**config.mk**
```make
export PLATFORM = sky130hd
export DESIGN_NAME = speaker_vote_accum
export DESIGN_NICKNAME = d
export VERILOG_FILES = /design/src/rtl/spk_vote_pkg.sv /design/src/rtl/spk_argmax4.sv /design/src/rtl/speaker_vote_accum.sv
export SDC_FILE = /design/constraint.sdc
export NUM_CORES = 1
export LEC_CHECK = 0
export CORE_ASPECT_RATIO = 0.7
export CORE_MARGIN = 3
export CORE_UTILIZATION = 60
export DETAILED_ROUTE_END_ITERATION = 7
export PLACE_DENSITY_LB_ADDON = 0.15
export SYNTH_ARGS = -nofsm -noshare
export SYNTH_HDL_FRONTEND = slang
export SYNTH_SLANG_ARGS = --single-unit
```
**constraint.sdc**
```tcl
create_clock -name clk -period 9.48 [get_ports clk]
set_input_delay 1.896 -clock clk [delete_from_list [all_inputs] [get_ports clk]]
set_output_delay 1.896 -clock clk [all_outputs]
set_load 0.05 [all_outputs]
```
**src/rtl/spk_vote_pkg.sv**
```systemverilog
`default_nettype none
// ============================================================================
// Module      : spk_vote_pkg
// Description : Shared types and constants for the speaker vote accumulator.
//               This package holds the FSM state enum, the speaker count, the
//               vote-count width, the "unknown speaker" code and a one-hot
//               helper function.
// Revision    : 1.0 - initial release
// ============================================================================
package spk_vote_pkg;

  localparam int NUM_SPK = 4;
  localparam int VOTE_W  = 4;

  // The result code used when no speaker can be declared.
  localparam logic [NUM_SPK-1:0] SPK_UNKNOWN = 4'b0000;

  typedef enum logic [1:0] {
    ST_IDLE    = 2'd0,
    ST_COLLECT = 2'd1,
    ST_DECIDE  = 2'd2,
    ST_DONE    = 2'd3
  } vote_state_t;

  // Returns 1 when exactly one bit of the identification vector is set.
  function automatic logic is_onehot(input logic [NUM_SPK-1:0] v);
    return (v != '0) && ((v & (v - NUM_SPK'(1))) == '0);
  endfunction

endpackage : spk_vote_pkg
`default_nettype wire

```
**src/rtl/spk_argmax4.sv**
```systemverilog
`default_nettype none
// ============================================================================
// Module      : spk_argmax4
// Description : Combinational arg-max over four vote counts. It returns the
//               index and value of the maximum count. It also flags a tie
//               when more than one count equals that maximum.
// Revision    : 1.0 - initial release
// ============================================================================
module spk_argmax4
  import spk_vote_pkg::*;
(
  input  logic [NUM_SPK-1:0][VOTE_W-1:0] i_counts,
  output logic [1:0]                     o_max_idx,
  output logic [VOTE_W-1:0]              o_max_val,
  output logic                           o_tie
);

  logic [2:0] w_n_at_max;

  // Find the first strict maximum, then count how many entries share it.
  always_comb begin
    o_max_val  = i_counts[0];
    o_max_idx  = 2'd0;
    w_n_at_max = 3'd0;
    for (int i = 1; i < NUM_SPK; i++) begin
      if (i_counts[i] > o_max_val) begin
        o_max_val = i_counts[i];
        o_max_idx = 2'(i);
      end
    end
    for (int i = 0; i < NUM_SPK; i++) begin
      if (i_counts[i] == o_max_val) begin
        w_n_at_max = w_n_at_max + 3'd1;
      end
    end
    o_tie = (w_n_at_max > 3'd1);
  end

endmodule : spk_argmax4
`default_nettype wire

```
**src/rtl/speaker_vote_accum.sv**
```systemverilog
`default_nettype none
// ============================================================================
// Module      : speaker_vote_accum
// Description : The module collects ROUND_LEN speaker-identification results
//               per round and then declares the speaker with the strictly
//               largest vote count. A speaker is declared only when that count
//               is at least THRESH. Ties and low counts give "unknown".
//               Optional feature: when SPK_VOTE_TIMEOUT_EN is defined, an idle
//               timeout aborts a round that stalls for TIMEOUT_CYC cycles.
// Revision    : 1.0 - initial release
// ============================================================================
module speaker_vote_accum
  import spk_vote_pkg::*;
#(
  parameter int          ROUND_LEN   = 5,
  parameter int          THRESH      = 3,
  parameter int unsigned TIMEOUT_CYC = 50_000_000
) (
  input  logic               clk,
  input  logic               rst_n,
  input  logic               vote_start,
  input  logic               id_valid,
  input  logic [NUM_SPK-1:0] id_onehot,
  output logic               busy,
  output logic               result_valid,
  output logic [NUM_SPK-1:0] result_onehot,
  output logic               result_known,
  output logic [VOTE_W-1:0]  winner_votes,
  output logic               timed_out
);

  localparam logic [3:0]        C_ROUND_LEN = 4'(ROUND_LEN);
  localparam logic [VOTE_W-1:0] C_THRESH    = VOTE_W'(THRESH);

  vote_state_t                   r_state;
  vote_state_t                   w_next;
  logic [NUM_SPK-1:0][VOTE_W-1:0] r_votes;
  logic [3:0]                    r_sample_cnt;
  logic                          w_open;
  logic                          w_accept;
  logic                          w_last;
  logic                          w_timeout;
  logic [1:0]                    w_max_idx;
  logic [VOTE_W-1:0]             w_max_val;
  logic                          w_tie;
  logic                          w_known;

  assign w_open   = (r_state == ST_IDLE) && vote_start;
  assign w_accept = (r_state == ST_COLLECT) && id_valid;
  assign w_last   = w_accept && (r_sample_cnt == C_ROUND_LEN - 4'd1);

`ifdef SPK_VOTE_TIMEOUT_EN
  logic [31:0] r_idle_cnt;
  logic        r_timed_out;

  // The abort fires one count early. This places result_valid TIMEOUT_CYC
  // cycles after the last accepted id, which matches how the normal 2-cycle
  // decide latency is measured.
  assign w_timeout = (r_state == ST_COLLECT) && !id_valid &&
                     ((r_idle_cnt + 32'd2) >= TIMEOUT_CYC);

  // Idle counter: restarts on round open and on every accepted id.
  always_ff @(posedge clk or negedge rst_n) begin
    if (!rst_n) begin
      r_idle_cnt <= 32'd0;
    end else if (w_open || w_accept) begin
      r_idle_cnt <= 32'd0;
    end else if (r_state == ST_COLLECT) begin
      r_idle_cnt <= r_idle_cnt + 32'd1;
    end
  end

  // Timeout flag: registered with the rest of the result.
  always_ff @(posedge clk or negedge rst_n) begin
    if (!rst_n) begin
      r_timed_out <= 1'b0;
    end else if (r_state == ST_DECIDE) begin
      r_timed_out <= 1'b0;
    end else if (w_timeout) begin
      r_timed_out <= 1'b1;
    end
  end

  assign timed_out = r_timed_out;
`else
  logic w_unused_timeout;
  assign w_unused_timeout = ^TIMEOUT_CYC;
  assign w_timeout        = 1'b0;
  assign timed_out        = 1'b0;
`endif

  spk_argmax4 u_argmax (
    .i_counts  (r_votes),
    .o_max_idx (w_max_idx),
    .o_max_val (w_max_val),
    .o_tie     (w_tie)
  );

  assign w_known = !w_tie && (w_max_val >= C_THRESH);

  // State register.
  always_ff @(posedge clk or negedge rst_n) begin
    if (!rst_n) begin
      r_state <= ST_IDLE;
    end else begin
      r_state <= w_next;
    end
  end

  // Next-state logic. Inputs are ignored in every state that does not use them.
  always_comb begin
    w_next = r_state;
    case (r_state)
      ST_IDLE:    if (vote_start) w_next = ST_COLLECT;
      ST_COLLECT: begin
        if (w_last)         w_next = ST_DECIDE;
        else if (w_timeout) w_next = ST_DONE;
      end
      ST_DECIDE:  w_next = ST_DONE;
      ST_DONE:    w_next = ST_IDLE;
      default:    w_next = ST_IDLE;
    endcase
  end

  // Sample and vote counters. The sample count stops at ROUND_LEN because the
  // FSM leaves COLLECT on that sample, so no counter can wrap.
  always_ff @(posedge clk or negedge rst_n) begin
    if (!rst_n) begin
      r_votes      <= '0;
      r_sample_cnt <= 4'd0;
    end else if (w_open) begin
      r_votes      <= '0;
      r_sample_cnt <= 4'd0;
    end else if (w_accept) begin
      r_sample_cnt <= r_sample_cnt + 4'd1;
      if (is_onehot(id_onehot)) begin
        for (int i = 0; i < NUM_SPK; i++) begin
          if (id_onehot[i]) begin
            r_votes[i] <= r_votes[i] + VOTE_W'(1);
          end
        end
      end
    end
  end

  // Result registers. They are held until the next decision or timeout.
  always_ff @(posedge clk or negedge rst_n) begin
    if (!rst_n) begin
      result_onehot <= SPK_UNKNOWN;
      result_known  <= 1'b0;
      winner_votes  <= '0;
    end else if (r_state == ST_DECIDE) begin
      result_onehot <= w_known ? (NUM_SPK'(1) << w_max_idx) : SPK_UNKNOWN;
      result_known  <= w_known;
      winner_votes  <= w_known ? w_max_val : '0;
    end else if (w_timeout) begin
      result_onehot <= SPK_UNKNOWN;
      result_known  <= 1'b0;
      winner_votes  <= '0;
    end
  end

  assign busy         = (r_state == ST_COLLECT) || (r_state == ST_DECIDE);
  assign result_valid = (r_state == ST_DONE);

endmodule : speaker_vote_accum
`default_nettype wire

```
; After elaboration in Yosys (flattened, before gate mapping)
; Index checks and enable logic that the tools add are counted.
[totals]
mem_bits_rw = 0
mem_bits_ro = 0
word_cells = 80
latchBits = 0
input_bits = 8
output_inout_bits = 12
mem_count = 0
reg_bits = 31
[op_classes]
div = 0
n_bitwise = 1
shifts = 1
muxes = 24
n_reduce_logical = 21
mul = 0
magnitude_cmp = 5
n_addsub = 9
eq_ne = 10
[op_table]
columns = operator, count
row1 = $mux W16, 3
row2 = $mux W4, 11
row3 = $add A4 B1 Y4 const B, 5
row4 = $eq A4 B4 Y1, 4
row5 = $gt A4 B4 Y1, 3
row6 = $reduce_and A3 Y1, 4
row7 = $reduce_bool A2 Y1, 6
row8 = $mux W3, 3
row9 = $mux W2, 4
row10 = $pmux W2 S4, 1
row11 = $add A3 B1 Y3 const B, 2
row12 = $logic_and A1 B1 Y1, 5
row13 = $and A4 B4 Y4, 1
row14 = $eq A2 B2 Y1 const B, 2
row15 = $eq A4 B3 Y1 const B, 1
row16 = $ge A4 B2 Y1 const B, 1
row17 = $logic_not A4 Y1, 1
row18 = $ne A2 B2 Y1 const B, 2
row19 = $reduce_bool A4 Y1, 1
row20 = $shl A1 B2 Y4 const A, 1
row21 = $sub A4 B1 Y4 const B, 1
row22 = $gt A3 B1 Y1 const B, 1
row23 = $add A1 B1 Y2 const B, 1
row24 = $eq A2 B1 Y1 const B, 1
row25 = other kinds (5), 6

; Depth between registers and ports, before layout
; Gate-level depths: netlist of run 1.
[depth]
ltp_word = 18
mapped_depth = 33
depth_no_buf = 32

; Cells and area by module
; A second synthesis of run 1 with hierarchy kept.
[hier_totals]
hier_cells = 277
area_unflattened_um2 = 2552.4
[modules_own_cells]
columns = mod, seq_area_each_um2, instances, cells_each, area_each_um2
row1 = speaker_vote_accum, 775.7, 1, 157, 1621.6
row2 = spk_argmax4, 0.0, 1, 120, 930.9

; Least setup slack after synthesis of run 1
; Ideal clock, no wire load.
[synth_timing]
path_type = flip-flop to flip-flop
start = reg r_votes[2] in the netlist's numbering
end = reg result_onehot[0]
path_stages_with_launch = 32
path_buffers = 2
setup_time_ns = 0.101
path_slack_ns = 2.830
arrival_ns = 6.549
path_cell_list = dfrtp_1 clkinv_1 ha_1 and4_1 buf_2 a21oi_1 nand2_1 o21ai_0 inv_1 ha_1 nor2b_1 a2bb2oi_1 o21a_1 o221a_2 nor2_4 mux2i_1 ha_1 nor2b_1 o211a_1 o21a_1 clkbuf_1 nand2_1 o21ai_2 xnor2_1 or4b_1 ha_1 o21ai_0 ha_1 and3b_1 mux2i_1 mux2_4 o32ai_1
[synth_between]
elab_chain_len = 18
word_cells_on_any_way = 26
classes_between = 3 x add/sub / 5 x order compare / 4 x eq/ne / 1 x shift / 11 x mux / 2 x reduce/logical
[synth_rtl]
columns = element, line
row1 = "start, declared", speaker_vote_accum.sv:37  ; logic [NUM_SPK-1:0][VOTE_W-1:0] r_votes;
row2 = "start signal, assigned by index", speaker_vote_accum.sv:139  ; r_votes[i] <= r_votes[i] + VOTE_W'(1);
row3 = $gt A4 B4 Y1, spk_argmax4.sv:26  ; if (i_counts[i] > o_max_val) begin
row4 = $mux W4, spk_argmax4.sv:26
row5 = $gt A4 B4 Y1, spk_argmax4.sv:26
row6 = $mux W4, spk_argmax4.sv:26
row7 = $gt A4 B4 Y1, spk_argmax4.sv:26
row8 = $mux W4, spk_argmax4.sv:26
row9 = $eq A4 B4 Y1, spk_argmax4.sv:32  ; if (i_counts[i] == o_max_val) begin
row10 = $mux W1, spk_argmax4.sv:32
row11 = (+2 left out), --
row12 = $add A3 B1 Y3, spk_argmax4.sv:33  ; w_n_at_max = w_n_at_max + 3'd1;
row13 = $mux W3, spk_argmax4.sv:32
row14 = $add A3 B1 Y3, spk_argmax4.sv:33
row15 = $mux W3, spk_argmax4.sv:32
row16 = $gt A3 B1 Y1, spk_argmax4.sv:36  ; o_tie = (w_n_at_max > 3'd1);
row17 = $logic_not A1 Y1, speaker_vote_accum.sv:99  ; assign w_known = !w_tie && (w_max_val >= C_THRESH);
row18 = $logic_and A1 B1 Y1, speaker_vote_accum.sv:99
row19 = $mux W4 (*), speaker_vote_accum.sv:153  ; result_onehot <= w_known ? (NUM_SPK'(1) << w_max_idx) : SPK_UNKNOWN;
row20 = "end signal, assigned", speaker_vote_accum.sv:153
row21 = "end, declared", speaker_vote_accum.sv:26  ; output logic [NUM_SPK-1:0] result_onehot,
; Every way passes the cells marked *; elsewhere a longest branch is shown, timed or not.
; A chain may end at the register's enable or synchronous reset.

; Worst setup path after layout of run 1
[layout_timing]
start = reg r_votes[1] in the netlist's numbering
end = reg result_onehot[0]
; The elaborated chain is that of the path after synthesis.

==> results of run 1 <==
==> through the flow <==
| step | area [µm²] | setup WS, ps | power, W | hold WS (ps) |
|---|---|---|---|---|
| finish | 3090 | 1640 | 0.00115 | 534 |
| global route | 3090 | 1040 | 0.00125 | 561 |
| CTS | 3090 | 1850 | 0.00114 | 537 |
| detailed placement | 2960 | 1920 | 0.000968 | 526 |
| global placement | 2960 | 2040 | 0.000945 | 531 |
| floorplan | 2790 | 2830 | 0.000813 | 513 |
==> where the power goes <==
group | switching [W] | internal [W] | total, W
Sequential | 0.0000358 | 0.000155 | 0.000191
Combinational | 0.000481 | 0.000323 | 0.000805
Clock | 0.0000504 | 0.000105 | 0.000155
Total | 0.000568 | 0.000583 | 0.00115
==> metal layers <==
metal / vias to the layer above / wire (µm)
li1: 1181 / -
met1: 1181 / 3180
met2: 125 / 3150
met3: 9 / 619
met4: 0 / 71
met5: - / 0
==> cells in the final DEF, fill, tap and decap left out, types with 4 or more instances in the layout <==
cell	instances
sky130_fd_sc_hd__o32ai_1	6
sky130_fd_sc_hd__ha_1	25
sky130_fd_sc_hd__o21ai_2	4
sky130_fd_sc_hd__a21oi_1	8
sky130_fd_sc_hd__inv_1	31
sky130_fd_sc_hd__dfrtp_1	31
sky130_fd_sc_hd__o21ai_0	16
sky130_fd_sc_hd__xnor2_1	23
sky130_fd_sc_hd__nor3_1	4
sky130_fd_sc_hd__clkdlybuf4s50_1	18
sky130_fd_sc_hd__mux2i_1	8
sky130_fd_sc_hd__nand2_1	15
sky130_fd_sc_hd__a21o_1	6
sky130_fd_sc_hd__and2_1	7
sky130_fd_sc_hd__clkbuf_8	5
sky130_fd_sc_hd__nor2_1	24
sky130_fd_sc_hd__nand4_1	9
sky130_fd_sc_hd__nand3_1	12
sky130_fd_sc_hd__xor2_1	10
sky130_fd_sc_hd__nor2b_1	9
==> critical path, delay by kind of cell, from the launching register on <==
kind,cells,cell delay [ps]
xor gates and xnor gates,1,190
and+or+nand+nor,8,1590
DFF,1,480
muxes,3,760
AOI/OAI and AO/OA,11,2930
adders and majority gates,5,1470
buffers and inverters,2,260
==> worst min path at each step <==
stage               startpoint              end  slack [ps]  depth (start not counted)
2_1_floorplan  r_sample_cnt[3]  r_sample_cnt[3]         510                          2
3_3_place_gp      result_known     result_known         530                          2
3_5_place_dp      result_known     result_known         530                          2
4_1_cts           result_known     result_known         540                          2
5_1_grt        winner_votes[3]  winner_votes[3]         560                          2
6_report          result_known     result_known         530                          2
==> sequential cells by signal, summed over array words and instances (netlist names) <==
register / flops
result_onehot: 4
r_votes: 16
winner_votes: 4
result_known: 1
r_sample_cnt: 4
r_state: 2
==> synth_stat cells, types with 4 or more instances <==
cell                       count
sky130_fd_sc_hd__a21o_1        6
sky130_fd_sc_hd__a21oi_1       8
sky130_fd_sc_hd__and2_1        7
sky130_fd_sc_hd__clkbuf_1     10
sky130_fd_sc_hd__dfrtp_1      31
sky130_fd_sc_hd__ha_1         25
sky130_fd_sc_hd__inv_1        31
sky130_fd_sc_hd__mux2i_1       8
sky130_fd_sc_hd__nand2_1      15
sky130_fd_sc_hd__nand3_1      12
sky130_fd_sc_hd__nand4_1       9
sky130_fd_sc_hd__nor2_1       24
sky130_fd_sc_hd__nor2b_1       9
sky130_fd_sc_hd__nor3_1        4
sky130_fd_sc_hd__o21ai_0      16
sky130_fd_sc_hd__o21ai_2       4
sky130_fd_sc_hd__o32ai_1       6
sky130_fd_sc_hd__xnor2_1      23
sky130_fd_sc_hd__xor2_1       10
==> logic make-up after synthesis <==
group                      synth area share, %
muxes                                     3.41
other                                    0.134
buffers and inverters                     7.49
AOI/OAI and AO/OA                         21.1
and+or+nand+nor                           18.4
xor gates and xnor gates                  10.4
adders and majority gates                 11.2
DFF                                       27.8
==> final cells by class <==
| cell class | count | area share (%) |
|---|---|---|
| Sequential cell | 31 | 25.1 |
| Timing Repair Buffer | 19 | 6.08 |
| Clock buffer | 6 | 2.35 |
| Tap cell | 55 | 2.23 |
| Multi-Input combinational cell | 245 | 58.4 |
| Inverter | 32 | 3.89 |
| Clock inverter | 2 | 1.94 |
==> run_results.csv, run 1 <==
group,metric,value,unit
status,result_of_the_run,"finished, final reports clean",
detailed_routing,drt.antenna.violating_nets,0,
synth,postSynthCellCount,325,
placed_design,post-place-cells,382,
clocking,clkLatencyLatePin,280,ps
grt,busiest_layer,"met1",
sta,worst_slew_pin_slew,839,ps
critical_path,critical_path.endpoint,"result_onehot[0]",
synth,ys.flop_type,"sky130_fd_sc_hd__dfrtp_1",
sta,setup_violations,0,
floorplan,coreArea,4400,µm²
grt,use_met2,39.6,%
critical_path,r2r_setup_slack,1640,ps
critical_path,worstPathArrival,7990,ps
sta,number_of_pins_exceeding_their_max_slew_limit_in_the_final_report,0,
synth,synth_nets,358,
clocking,cts.reportedPaths.clkPinSlew,70,ps
layout,post_route_cells_drive_above_1_share,5.67,%
critical_path,timing_worst_setup_path_type,"reg -> reg",
power,power_per_cell_area,373,nW/µm²
synth,ys_seq_elements,31,
grt,grt_pass1_vias,2340,
detailed_routing,drc,0,
synth,synth_edf_count,0,
run,cap_violations,0,
critical_path,startpoint,"r_votes[1]",
detailed_routing,via_count,2496,
floorplan,floorplan.die_area,5520,µm²
clocking,clkSinkCount,31,
clocking,cts.htree.levels,2,
grt,gr-usage-met3,4.61,%
grt,grt_first_pass_wirelength,11.6,mm
floorplan,die_w,87.5,µm
critical_path,critPathMostFrequentCell,"sky130_fd_sc_hd__ha_1",
synth,syn-cell-area,2790,µm²
synth,leading_area_contributor_after_synthesis,"sky130_fd_sc_hd__dfrtp_1",
synth,yosysTopAreaCellShare,27.8,%
sta,final.period_utilization,82.7,%
floorplan,start_util,63.3,%
clocking,cts_inserted_buffers,5,
synth,average_footprint_of_a_synthesized_cell,8.58,µm²
detailed_routing,number_of_iterations_in_the_first_detailed_routing_pass,5,
critical_path,worstReg2RegStart,"r_votes[1]",
sta,final.min_clock_period,7840,ps
sta,slew_hr,43.6,%
sta,grt_setup_unrepaired,"no",
critical_path,crit-reg2reg-capture,"result_onehot[0]",
grt,grt_antenna_before_repair,0,
sta,finClkSkew,4.80,ps
sta,report.final.hold_viol_count,0,
clocking,cts.path.max_buffers,2,
layout,post_layout_cell_count,390,
layout,areaGrowthSynthToFinish,10.8,%
sta,max_clock_freq,128,MHz
clocking,post-cts-setup-buffers,0,
grt,groute.usage.overall,27.1,%
layout,multiInputGateArea,1800,µm²
layout,post-route-util,70.1,%
detailed_routing,drt_iter0_markers,271,
min_path,min-delay-path-class,"reg -> reg",
layout,seq_area,776,µm²
clocking,cts_root_buf,"sky130_fd_sc_hd__clkbuf_8",
layout,n_fill_cell,379,
critical_path,start_kind,"flip-flop",
clocking,tritoncts,"built",
synth,synth_sequential_area_ratio,27.8,%
floorplan,die_height,63.0,µm
critical_path,worstPathMaxFanout,9,
placed_design,port_buffers,18,
grt,grt_total_ovfl,0,
clocking,ctsResizeCount,0,
grt,global_route_met1_utilization,41.0,%
critical_path,slowest_delay,490,ps
grt,grt_start_max_net_pins,32,
synth,synthArstFlopShare,100,%
layout,antenna-diode-count,0,
detailed_routing,wirelength,7.02,mm
floorplan,boundaryPins,20,
placed_design,gp_congestion,0.932,
power,cell_leakage_power,1.36,nW
synth,yosysWarningCount,0,
power,irDropWorstVdd,216,µV
critical_path,slowest_stage,"sky130_fd_sc_hd__o21ai_1",
detailed_routing,post_drt_via_cell_ratio,6.40,
layout,finish.net_count,367,
critical_path,worst_setup_path_end_kind,"flip-flop",
clocking,ctsHoldBuffers,0,
synth,cell_types_with_the_largest_area_share_after_synthesis,"sky130_fd_sc_hd__dfrtp_1, sky130_fd_sc_hd__ha_1, sky130_fd_sc_hd__xnor2_1",
critical_path,r2r_depth,30,
floorplan,fp-row-count,20,
detailed_routing,mean_routed_wirelength_per_cell,18.0,µm
sta,fin_setup_tns,0,ps
critical_path,worst_ep_required_time,9630,ps
placed_design,hpwlAfterDp,5.16,mm
synth,ys_types,61,
No activity file was read; power rests on OpenSTA's default activity.
==> run 2: changes to the inputs <==
--- a/config.mk
+++ b/config.mk
@@ -7,7 +7,7 @@
 export LEC_CHECK = 0
 export CORE_ASPECT_RATIO = 0.7
 export CORE_MARGIN = 3
-export CORE_UTILIZATION = 60
+export CORE_UTILIZATION = 54
 export DETAILED_ROUTE_END_ITERATION = 7
 export PLACE_DENSITY_LB_ADDON = 0.15
 export SYNTH_ARGS = -nofsm -noshare
==> constraint.sdc (replaced) <==
create_clock -name clk -period 6.6 [get_ports clk]
set_input_delay 1.32 -clock clk [delete_from_list [all_inputs] [get_ports clk]]
set_output_delay 1.32 -clock clk [all_outputs]
set_load 0.05 [all_outputs]
==> run 2 against run 1 <==
Via count grew 6.1%. Sequential share of layout area decreased by 3.0 points. Utilization grew 1.7 points. Non-clock buffer count increased by 34. Die area increased by 10%. Final cell count increased by 12%. Sequential power increased by 37%. First-iteration DRC count shrank 15%. Power rose by 66%. Critical path type unchanged.
==> run_results.csv, run 2 (synthesized netlist as in run 1, its figures left out) <==
group,metric,value,unit
run,cap_violations,0,
clocking,cts.path.max_buffers,2,
critical_path,slowest_delay,520,ps
sta,slew_hr,22.9,%
critical_path,worst_setup_path_end_kind,"flip-flop",
sta,grt_setup_unrepaired,"yes",
detailed_routing,wirelength,7.70,mm
layout,antenna-diode-count,0,
sta,finClkSkew,4.75,ps
floorplan,die_height,66.1,µm
grt,grt_first_pass_wirelength,11.9,mm
placed_design,gp_congestion,1.01,
critical_path,worst_ep_required_time,6790,ps
detailed_routing,drt.antenna.violating_nets,0,
sta,worst_slew_pin_slew,1150,ps
placed_design,hpwlAfterDp,5.50,mm
sta,report.final.hold_viol_count,0,
critical_path,critical-path-top-delay-family,"compound AO/OA/AOI/OAI gates",
floorplan,fp-row-count,21,
power,irDropWorstVdd,269,µV
placed_design,port_buffers,18,
grt,grt_antenna_before_repair,0,
floorplan,die_w,91.9,µm
layout,mostFrequentLayoutCells,"sky130_fd_sc_hd__buf_4, sky130_fd_sc_hd__dfrtp_1, sky130_fd_sc_hd__inv_1",
layout,finish.net_count,401,
layout,stdcell_area,3510,µm²
power,power_per_cell_area,544,nW/µm²
detailed_routing,number_of_iterations_in_the_first_detailed_routing_pass,5,
clocking,clkSinkCount,31,
clocking,cts_inserted_buffers,5,
critical_path,slowest_stage,"sky130_fd_sc_hd__or4b_4",
layout,most_frequent_standard_cell_in_the_layout_excluding_fill_and_tap_cells,"sky130_fd_sc_hd__buf_4",
layout,post_route_cells_drive_above_1_share,21.7,%
grt,grt_total_ovfl,0,
sta,final.period_utilization,96.5,%
grt,grt_start_max_net_pins,32,
layout,areaGrowthSynthToFinish,25.8,%
status,result_of_the_run,"finished, final reports clean",
power,cell_leakage_power,1.52,nW
layout,registers.top_by_ff_count,"r_votes",
clocking,ctsHoldBuffers,0,
grt,grt_pass1_vias,2405,
critical_path,worstPathArrival,6560,ps
floorplan,floorplan.die_area,6080,µm²
detailed_routing,via_count,2649,
sta,number_of_pins_exceeding_their_max_slew_limit_in_the_final_report,0,
detailed_routing,post_drt_via_cell_ratio,6.05,
critical_path,critPathMostFrequentCell,"sky130_fd_sc_hd__ha_1",
sta,max_clock_freq,157,MHz
floorplan,start_util,57.1,%
clocking,cts.htree.levels,2,
critical_path,worstPathMaxFanout,10,
min_path,min-delay-path-class,"reg -> reg",
clocking,cts_root_buf,"sky130_fd_sc_hd__clkbuf_8",
critical_path,start_kind,"flip-flop",
layout,n_fill_cell,367,
critical_path,worstPathBufferInverterCount,2,
layout,largest_register_ffs,16,
layout,multiInputGateArea,2000,µm²
grt,groute.usage.overall,25.3,%
placed_design,placedInstanceArea,3170,µm²
critical_path,timing_worst_setup_path_type,"reg -> reg",
sta,setup_violations,0,
floorplan,boundaryPins,20,
clocking,tritoncts,"built",
sta,final.min_clock_period,6370,ps
floorplan,coreArea,4890,µm²
layout,seq_area,776,µm²
detailed_routing,drt_iter0_markers,230,
clocking,cts.reportedPaths.clkPinSlew,70,ps
clocking,clkLatencyLatePin,290,ps
detailed_routing,mean_routed_wirelength_per_cell,17.6,µm
layout,post-route-util,71.8,%
detailed_routing,drc,0,
[run 2: worst register-to-register path: cells and delay by family (launching register included)]
family,cells,cell delay (ps)
multiplexers,3,700
flip-flops,1,410
AO/OA/AOI/OAI,10,1890
AND/OR/NAND/NOR,7,1560
buffers and inverters,2,150
adder cells (fa/ha/maj),5,1360
XOR/XNOR,1,180
[run 2: repair_timing]
item                                    in CTS  in global routing
buffers inserted                             0                  8
gates resized for setup                      5                 31
endpoints found under the setup margin       5                  9
pin swaps                                    1                  7
[run 2: worst paths after layout]
check,from,slack (ps),endpoint,cells past startpoint
worst max-delay path,r_votes[4],230,result_onehot[0],28
min in group asynchronous,rst_n,1420,result_onehot[1],2
max in group asynchronous,rst_n,4890,r_votes[6],2
worst min register to register,result_known,540,result_known,2
worst max register to register,r_votes[4],230,result_onehot[0],28
worst min-delay path,result_known,540,result_known,2
[run 2: stage by stage]
| stage | cells | setup WS (ps) | total power (W) | hold WS, ps | setup TNS, ps |
|---|---|---|---|---|---|
| finish | 438 | 229 | 0.00191 | 541 | 0 |
| global route | 438 | -46.8 | 0.00204 | 576 | -209 |
| CTS | 430 | 22.6 | 0.00166 | 543 | 0 |
| detailed placement | 422 | -35.0 | 0.00148 | 531 | -119 |
| global placement | 422 | 204 | 0.00145 | 523 | 0 |
| floorplan | 325 | 16.6 | 0.00117 | 513 | 0 |
[run 2: where the power goes]
group | switching [W] | leakage, nW | total [W] | internal (W)
sequential | 0.0000395 | 0.426 | 0.000262 | 0.000223
clock | 0.0000747 | 0.0412 | 0.000148 | 0.0000736
combinational | 0.000832 | 1.05 | 0.00150 | 0.000666
total | 0.000947 | 1.52 | 0.00191 | 0.000962
[run 2: layout make-up]
cell class	instances	area share, %
clock buffers	6	2.07
flip-flops and latches	31	22.1
clock inverters	2	0.357
repair buffers	53	12.6
inverters	32	3.42
well taps	69	2.46
multi-input cells	245	57.0
[run 2: per-layer routing]
layer | GRT usage [%] | part of all wire, %
met1 | 34.9 | 45
met2 | 37.9 | 43
met3 | 9.33 | 9.6
met4 | 5.56 | 2.1
met5 | 0 | 0
